==> src/rtl/psx_pkg.sv <==
// Shared PSX definitions: byte width, default ACK timing and the byte type.
package psx_pkg;
  localparam int PSX_BYTE_BITS        = 8;
  localparam int PSX_ACK_DELAY_US_DEF = 8;
  localparam int PSX_ACK_WIDTH_US_DEF = 3;

  typedef logic [PSX_BYTE_BITS-1:0] psx_byte_t;
endpackage

==> src/rtl/psx_device_port_fifo_if.sv <==
// Synchronized PSX serial bus as seen by a device: host drives CLK/CMD, device drives DAT/ACK.
interface psx_device_port_fifo_if;
  logic psx_clk;
  logic psx_cmd;
  logic psx_dat_out;
  logic psx_dat_oe;
  logic psx_ack_out;

  modport master (
    output psx_clk, psx_cmd,
    input  psx_dat_out, psx_dat_oe, psx_ack_out
  );

  modport slave (
    input  psx_clk, psx_cmd,
    output psx_dat_out, psx_dat_oe, psx_ack_out
  );
endinterface

==> src/rtl/psx_reply_fifo.sv <==
// Synchronous reply FIFO; pushes while full are dropped, push and pop may share a cycle.
module psx_reply_fifo
  import psx_pkg::*;
#(
  parameter int DEPTH = 8,
  parameter int WIDTH = PSX_BYTE_BITS,
  parameter int AW    = $clog2(DEPTH)
) (
  input  logic             clk,
  input  logic             PPB_packet_reset,
  input  logic             push,
  input  logic [WIDTH-1:0] din,
  input  logic             pop,
  output logic [WIDTH-1:0] dout,
  output logic             full,
  output logic [AW:0]      count
);

  logic [WIDTH-1:0] mem [DEPTH];
  logic [AW-1:0]    wr_ptr;
  logic [AW-1:0]    rd_ptr;
  logic             push_ok;
  logic             pop_ok;

  assign full    = (count == (AW+1)'(DEPTH));
  assign push_ok = push & ~full;
  assign pop_ok  = pop & (count != '0);
  assign dout    = mem[rd_ptr];

  always_ff @(posedge clk or posedge PPB_packet_reset) begin
    if (PPB_packet_reset) begin
      wr_ptr <= '0;
      rd_ptr <= '0;
      count  <= '0;
    end else begin
      if (push_ok) wr_ptr <= wr_ptr + 1'b1;
      if (pop_ok)  rd_ptr <= rd_ptr + 1'b1;
      unique case ({push_ok, pop_ok})
        2'b10:   count <= count + 1'b1;
        2'b01:   count <= count - 1'b1;
        default: count <= count;
      endcase
    end
  end

  // Storage carries no reset; occupancy alone says what is valid.
  always_ff @(posedge clk) begin
    if (push_ok) mem[wr_ptr] <= din;
  end

endmodule

==> src/rtl/psx_device_port_fifo.sv <==
// PSX device-side serial adapter with reply FIFO and cycle-exact ACK timing.
// Optional inter-edge watchdog enabled by defining PSX_DEVPORT_TIMEOUT_EN.
module psx_device_port_fifo
  import psx_pkg::*;
#(
  parameter int CLOCK_MHZ    = 25,
  parameter int ACK_DELAY_US = PSX_ACK_DELAY_US_DEF,
  parameter int ACK_WIDTH_US = PSX_ACK_WIDTH_US_DEF,
  parameter int REPLY_DEPTH  = 8,
  parameter int IDX_BITS     = 4,
`ifdef PSX_DEVPORT_TIMEOUT_EN
  parameter int TIMEOUT_US   = 100,
`endif
  parameter int AUTO_ACK     = 0
) (
  input  logic                         clk,
  input  logic                         PPB_packet_reset,
  psx_device_port_fifo_if.slave        psx,
  output psx_byte_t                    PPB_command,
  output logic                         PPB_command_strobe,
  output logic [IDX_BITS-1:0]          PPB_byte_index,
  input  psx_byte_t                    PPB_reply,
  input  logic                         PPB_reply_push,
  output logic                         PPB_reply_full,
  output logic [$clog2(REPLY_DEPTH):0] PPB_reply_count,
  input  logic                         PPB_ack_strobe,
  output logic                         PPB_error
);

  localparam int ACK_D  = CLOCK_MHZ * ACK_DELAY_US;
  localparam int ACK_DW = ACK_D + CLOCK_MHZ * ACK_WIDTH_US;
  localparam int ACK_CW = $clog2(ACK_DW + 1);
  localparam logic [ACK_CW-1:0]   ACK_D_C  = ACK_CW'(ACK_D);
  localparam logic [ACK_CW-1:0]   ACK_DW_C = ACK_CW'(ACK_DW);
  localparam logic [IDX_BITS-1:0] IDX_MAX  = '1;

  logic              clk_prev;
  logic              rise;
  logic              fall;
  logic [2:0]        bit_cnt;
  logic [6:0]        shift_in;
  logic              byte_done;
  logic              first_done;
  psx_byte_t         out_sr;
  logic              dat_oe;
  logic              fifo_pop;
  psx_byte_t         fifo_head;
  logic              wd_fire;
  logic [ACK_CW-1:0] ack_cnt;
  logic [ACK_CW-1:0] ack_cnt_n;
  logic              armed;
  logic              armed_n;
  logic              ack_out;
  logic              ack_n;

  assign rise      = psx.psx_clk & ~clk_prev;
  assign fall      = ~psx.psx_clk & clk_prev;
  assign byte_done = rise && (bit_cnt == 3'd7);
  assign fifo_pop  = fall && (bit_cnt == 3'd0) && (PPB_reply_count != '0);

  psx_reply_fifo #(
    .DEPTH (REPLY_DEPTH),
    .WIDTH (PSX_BYTE_BITS)
  ) u_reply_fifo (
    .clk              (clk),
    .PPB_packet_reset (PPB_packet_reset),
    .push             (PPB_reply_push),
    .din              (PPB_reply),
    .pop              (fifo_pop),
    .dout             (fifo_head),
    .full             (PPB_reply_full),
    .count            (PPB_reply_count)
  );

  // Command receive: CMD sampled on rising CLK, LSB first.
  always_ff @(posedge clk or posedge PPB_packet_reset) begin
    if (PPB_packet_reset) begin
      clk_prev           <= 1'b1;
      bit_cnt            <= '0;
      shift_in           <= '0;
      PPB_command        <= '0;
      PPB_command_strobe <= 1'b0;
      PPB_byte_index     <= '0;
      first_done         <= 1'b0;
    end else begin
      clk_prev           <= psx.psx_clk;
      PPB_command_strobe <= byte_done;
      if (wd_fire) begin
        bit_cnt <= '0;
      end else if (rise) begin
        shift_in <= {psx.psx_cmd, shift_in[6:1]};
        bit_cnt  <= bit_cnt + 3'd1;
      end
      if (byte_done) begin
        PPB_command <= {psx.psx_cmd, shift_in};
        first_done  <= 1'b1;
        if (first_done && (PPB_byte_index != IDX_MAX))
          PPB_byte_index <= PPB_byte_index + 1'b1;
      end
    end
  end

  // Reply transmit: byte chosen at the first falling edge, shifted out on later ones.
  always_ff @(posedge clk or posedge PPB_packet_reset) begin
    if (PPB_packet_reset) begin
      out_sr <= '0;
      dat_oe <= 1'b0;
    end else if (wd_fire) begin
      dat_oe <= 1'b0;
    end else if (fall) begin
      if (bit_cnt == 3'd0) begin
        if (PPB_reply_count != '0) out_sr <= fifo_head;
        dat_oe <= (PPB_reply_count != '0);
      end else begin
        out_sr <= {1'b0, out_sr[7:1]};
      end
    end
  end

  // ACK window; the output register is loaded from next-state values so the
  // pulse starts exactly ACK_D cycles after the strobe cycle.
  always_comb begin
    ack_cnt_n = ack_cnt;
    armed_n   = armed;
    if (byte_done) begin
      ack_cnt_n = '0;
      armed_n   = (AUTO_ACK != 0) && (PPB_reply_count != '0);
    end else begin
      if (ack_cnt != ACK_DW_C) ack_cnt_n = ack_cnt + 1'b1;
      if (PPB_ack_strobe && (ack_cnt < ACK_D_C)) armed_n = 1'b1;
    end
    ack_n = armed_n && (ack_cnt_n >= ACK_D_C) && (ack_cnt_n < ACK_DW_C);
  end

  always_ff @(posedge clk or posedge PPB_packet_reset) begin
    if (PPB_packet_reset) begin
      ack_cnt <= ACK_DW_C;
      armed   <= 1'b0;
      ack_out <= 1'b0;
    end else begin
      ack_cnt <= ack_cnt_n;
      armed   <= armed_n;
      ack_out <= ack_n;
    end
  end

`ifdef PSX_DEVPORT_TIMEOUT_EN
  localparam int TO_CYC = CLOCK_MHZ * TIMEOUT_US;
  localparam int WD_W   = $clog2(TO_CYC + 1);

  logic [WD_W-1:0] wd_cnt;
  logic            err;

  assign wd_fire   = (bit_cnt != 3'd0) && !(rise || fall) && (wd_cnt == WD_W'(TO_CYC - 1));
  assign PPB_error = err;

  // Watchdog runs only while a byte is partially received.
  always_ff @(posedge clk or posedge PPB_packet_reset) begin
    if (PPB_packet_reset) begin
      wd_cnt <= '0;
      err    <= 1'b0;
    end else if (rise || fall || (bit_cnt == 3'd0) || wd_fire) begin
      wd_cnt <= '0;
      if (wd_fire) err <= 1'b1;
    end else begin
      wd_cnt <= wd_cnt + 1'b1;
    end
  end
`else
  assign wd_fire   = 1'b0;
  assign PPB_error = 1'b0;
`endif

  assign psx.psx_dat_out = out_sr[0];
  assign psx.psx_dat_oe  = dat_oe;
  assign psx.psx_ack_out = ack_out;

endmodule

==> src/flat_wrapper.sv <==
// flat-port wrapper written by rule: the top's interface ports become plain ports
module psx_device_port_fifo_flat import psx_pkg::*;
#(
  parameter int CLOCK_MHZ    = 25,
  parameter int ACK_DELAY_US = PSX_ACK_DELAY_US_DEF,
  parameter int ACK_WIDTH_US = PSX_ACK_WIDTH_US_DEF,
  parameter int REPLY_DEPTH  = 8,
  parameter int IDX_BITS     = 4,

  parameter int AUTO_ACK     = 0
)
  (clk, PPB_packet_reset, PPB_command, PPB_command_strobe, PPB_byte_index, PPB_reply, PPB_reply_push, PPB_reply_full, PPB_reply_count, PPB_ack_strobe, PPB_error, psx_psx_clk, psx_psx_cmd, psx_psx_dat_out, psx_psx_dat_oe, psx_psx_ack_out);
  psx_device_port_fifo_if psx_i ();
  input  logic clk;
  input  logic PPB_packet_reset;
  output psx_byte_t PPB_command;
  output logic PPB_command_strobe;
  output logic [IDX_BITS-1:0] PPB_byte_index;
  input  psx_byte_t PPB_reply;
  input  logic PPB_reply_push;
  output logic PPB_reply_full;
  output logic [$clog2(REPLY_DEPTH):0] PPB_reply_count;
  input  logic PPB_ack_strobe;
  output logic PPB_error;
  input wire logic [$bits(psx_i.psx_clk)-1:0] psx_psx_clk;
  input wire logic [$bits(psx_i.psx_cmd)-1:0] psx_psx_cmd;
  output wire logic [$bits(psx_i.psx_dat_out)-1:0] psx_psx_dat_out;
  output wire logic [$bits(psx_i.psx_dat_oe)-1:0] psx_psx_dat_oe;
  output wire logic [$bits(psx_i.psx_ack_out)-1:0] psx_psx_ack_out;
  assign psx_i.psx_clk = psx_psx_clk;
  assign psx_i.psx_cmd = psx_psx_cmd;
  assign psx_psx_dat_out = psx_i.psx_dat_out;
  assign psx_psx_dat_oe = psx_i.psx_dat_oe;
  assign psx_psx_ack_out = psx_i.psx_ack_out;
  psx_device_port_fifo #(.CLOCK_MHZ(CLOCK_MHZ), .ACK_DELAY_US(ACK_DELAY_US), .ACK_WIDTH_US(ACK_WIDTH_US), .REPLY_DEPTH(REPLY_DEPTH), .IDX_BITS(IDX_BITS), .AUTO_ACK(AUTO_ACK)) u_core (.clk(clk), .PPB_packet_reset(PPB_packet_reset), .psx(psx_i), .PPB_command(PPB_command), .PPB_command_strobe(PPB_command_strobe), .PPB_byte_index(PPB_byte_index), .PPB_reply(PPB_reply), .PPB_reply_push(PPB_reply_push), .PPB_reply_full(PPB_reply_full), .PPB_reply_count(PPB_reply_count), .PPB_ack_strobe(PPB_ack_strobe), .PPB_error(PPB_error));
endmodule
==> config.mk <==
export PLATFORM = sky130hd
export DESIGN_NAME = psx_device_port_fifo_flat
export DESIGN_NICKNAME = d
export VERILOG_FILES = /design/src/rtl/psx_pkg.sv /design/src/rtl/psx_device_port_fifo_if.sv /design/src/rtl/psx_reply_fifo.sv /design/src/rtl/psx_device_port_fifo.sv /design/src/flat_wrapper.sv
export SDC_FILE = /design/constraint.sdc
export NUM_CORES = 1
export LEC_CHECK = 0
export CORE_ASPECT_RATIO = 1.2
export CORE_MARGIN = 2
export CORE_UTILIZATION = 54
export CTS_CLUSTER_DIAMETER = 50
export DETAILED_ROUTE_END_ITERATION = 10
export HOLD_SLACK_MARGIN = 0.02
export PLACE_DENSITY = 0.74
export SYNTH_ARGS = -nofsm -noshare
export SYNTH_HDL_FRONTEND = slang
export SYNTH_HIERARCHICAL = 1
export SYNTH_SLANG_ARGS = --single-unit
==> constraint.sdc <==
create_clock -name clk -period 4.27 [get_ports clk]
set_input_delay 0.6405 -clock clk [delete_from_list [all_inputs] [get_ports clk]]
set_output_delay 0.6405 -clock clk [all_outputs]
set_load 0.05 [all_outputs]
==> qor.yml <==
drive_above_1_share_pct: 16.8
grt_use_met2_pct: 31.9
synth_top_family_by_area: "multiplexers"
synthXorXnorAreaFrac_pct: 2.85
synthAdderAreaFrac_pct: 2.77
synth_edf_count: 64
synth-compound-area-share_pct: 4.76
fmax_mhz: 318
synthSimpleGateAreaFrac_pct: 9.73
holdPathStages: 1
grt_usage_pct: 18.7
tightest_slew_ps: 973
drt_first_pass_iters: 4
ios: 36
hpwl_mm: 5.72
syn_inst: 365
grt_pass1_wl_mm: 14.8
dr.first_iter.drc_count: 133
ir_worst_vdd_mv: 0.377
fin_skew_ps: 8.48
fin_crit_sh_pct: 73.6
cts_buffers: 17
clkSlewWorstSetupHoldPaths_ps: 60
ys.flop_type: "edfxtp_1"
start_util_pct: 55.3
via_per_inst: 5.52
critPathLaunchType: "register"
reg2regPathDepth: 13
area_growth_syn_to_layout_pct: 20.3
final_hold_viol_count: 0
synth_area_leaders: "edfxtp_1 (37%), dfrtp_1 (24%), mux4_1 (8.0%), mux2_2 (4.3%), nand2_1 (2.9%)"
final_max_slew_viol_count: 0
die_x_um: 93.9
place_congestion: 0.847
rsz0062_at_grt: "no"
clockBufferDepth: 2
clock_latency_ps: 400
synth-async-reset-ratio_pct: 46.2
drt-total-wl_mm: 8.98
path_cells: "inv_1 -> ha_1 -> nor2b_1 -> buf_4 -> nand2b_1 -> nor2_1 -> o41ai_1 -> inv_1 -> ha_1 -> ha_1 -> or4b_2 -> o311ai_0 -> o211ai_1"
seq_area_frac_synth_pct: 63.2
netlist.area_leader.share_pct: 36.7
end_kind: "register"
synth-seq-cells: 119
period_minus_slack_ps: 3140
cp_slowest_stage_delay_ps: 610
status: "completed"
use_met1_pct: 23.0
synth_area_per_cell_um2: 14.3
grt_pass1_vias: 3049
hold_class: "reg2reg"
avgRoutedWirePerCell_um: 16.6
dieArea_um2: 10500
top_usage_layer: "met2"
maxCapViolCount: 0
grt_remaining_overflow: 0
yosys.area.top_type: "edfxtp_1"
clkSinkCount: 119
layout.nets: 429
postCtsSetupBuffers: 0
port_buffers: 34
powerDensity_nw_per_um2: 741
cts_hold_buf: 0
h-tree-depth: 4
crit_arrival_ps: 3420
p_leak_nw: 2.46
core-area_um2: 9470
place_ws_ps: 750
crit_type: "reg2reg"
antenna_cells: 0
crit_path_frequent_cell: "ha_1"
rows: 39
synthMuxAreaShare_pct: 13.7
use_met3_pct: 3.92
ant_nets: 0
antenna_found_initial: 0
worstPathMaxFanout: 10
cpMaxStageDelayCell: "or4b_2"
die_y_um: 112
grt_max_degree: 46
layout_commonest_cell: "edfxtp_1"
num_vias: 2980
finalSetupViolations: 0
required_ps: 4550
relSlewSlack_pct: 35.2
finalSetupTns_ps: 0
root_buffer: "clkbuf_16"
cts_resized: 0
yosysWarnings: 6
cts_tree: "done"
drc: 0
synth_area_um2: 5230
synth_cell_type_count: 54
syn-num-nets: 390
fin_ws_ps: 1130
final_cell_mix: "edfxtp_1 (64), dfrtp_1 (50), nand2_1 (40)"
==> final timing paths <==
path	start	end	slack [ps]
min reg2reg	u_core/first_done	u_core/first_done	460
max reg2reg	u_core/bit_cnt[0]	u_core/u_reply_fifo/count[3]	1130
min	u_core/first_done	u_core/first_done	460
max in group asynchronous	PPB_packet_reset	u_core/out_sr[5]	2910
max	u_core/bit_cnt[0]	u_core/u_reply_fifo/count[3]	1130
min in group asynchronous	PPB_packet_reset	u_core/u_reply_fifo/wr_ptr[1]	580
==> layout make-up <==
class	instances	area (um2)
sequential	119	3300
timing repair buffer	37	363
clock inverter	15	210
inverter	15	56.3
clock buffer	17	425
multi-input combinational	214	1780
fill	679	3170
tap	123	154
==> cells in the mapped netlist, types with 2 or more instances <==
library cell and number:
mux4_1 16, nor2b_1 2, o21ai_0 7, nand2_1 40
nand2b_1 5, nor3_1 4, buf_2 7, nor3b_1 3
buf_1 3, nor2_1 26, xor2_1 7, edfxtp_1 64
ha_1 10, nand4_1 3, xnor2_1 10, o311ai_0 3
nand3_1 9, mux2_2 20, clkbuf_1 4, mux2i_1 7
dfrtp_1 50, a21oi_1 14, inv_1 15, dfstp_2 5
nor4_1 2
==> report_power, final <==
part	switching [mW]	leakage [nW]	internal, mW	total, mW
Sequential	0.294	1.25	1.53	1.83
Clock	0.523	0.306	0.990	1.51
Combinational	0.728	0.908	0.597	1.32
==> through the flow <==
step           power [mW]  cells  util, %  cell area, um2  hold WS (ps)
2_1_floorplan        2.80    365        -            5230           425
3_3_place_gp         3.12    508     59.8            5660           446
3_5_place_dp         3.16    508     59.8            5660           451
4_1_cts              4.71    540     66.5            6290           467
5_1_grt              4.90    540     66.5            6290           488
6_report             4.67    540     66.5            6290           464
==> critical path, delay by kind of cell, from the launching register on <==
kind                       cells  cell delay, ps
AOI/OAI and AO/OA              3             400
buffers and inverters          3             430
and+or+nand+nor                4            1010
adders and majority gates      3             810
DFF                            1             380
==> layer usage <==
layer / vias to the layer above / routed length [um]
met5: - / 0
met4: 0 / 109
met3: 8 / 292
met2: 52 / 4830
met1: 1492 / 3750
li1: 1428 / -
==> cell families after synthesis <==
| family | after synthesis |
|---|---|
| DFF | 119 |
| other | 1 |
| AOI/OAI and AO/OA | 37 |
| xor gates and xnor gates | 17 |
| adders and majority gates | 11 |
| buffers and inverters | 32 |
| and+or+nand+nor | 105 |
| muxes | 43 |
==> flip-flops by register name (all words and copies together) (netlist names), 3 cells and up <==
| register | flops |
|---|---|
| u_core/out_sr | 8 |
| u_core/ack_cnt | 9 |
| u_core/PPB_byte_index | 4 |
| u_core/u_reply_fifo/count | 4 |
| u_core/u_reply_fifo/mem | 64 |
| u_core/shift_in | 7 |
| u_core/bit_cnt | 3 |
| u_core/u_reply_fifo/rd_ptr | 3 |
| u_core/PPB_command | 8 |
| u_core/u_reply_fifo/wr_ptr | 3 |
No activity file was read; power rests on OpenSTA's default activity.
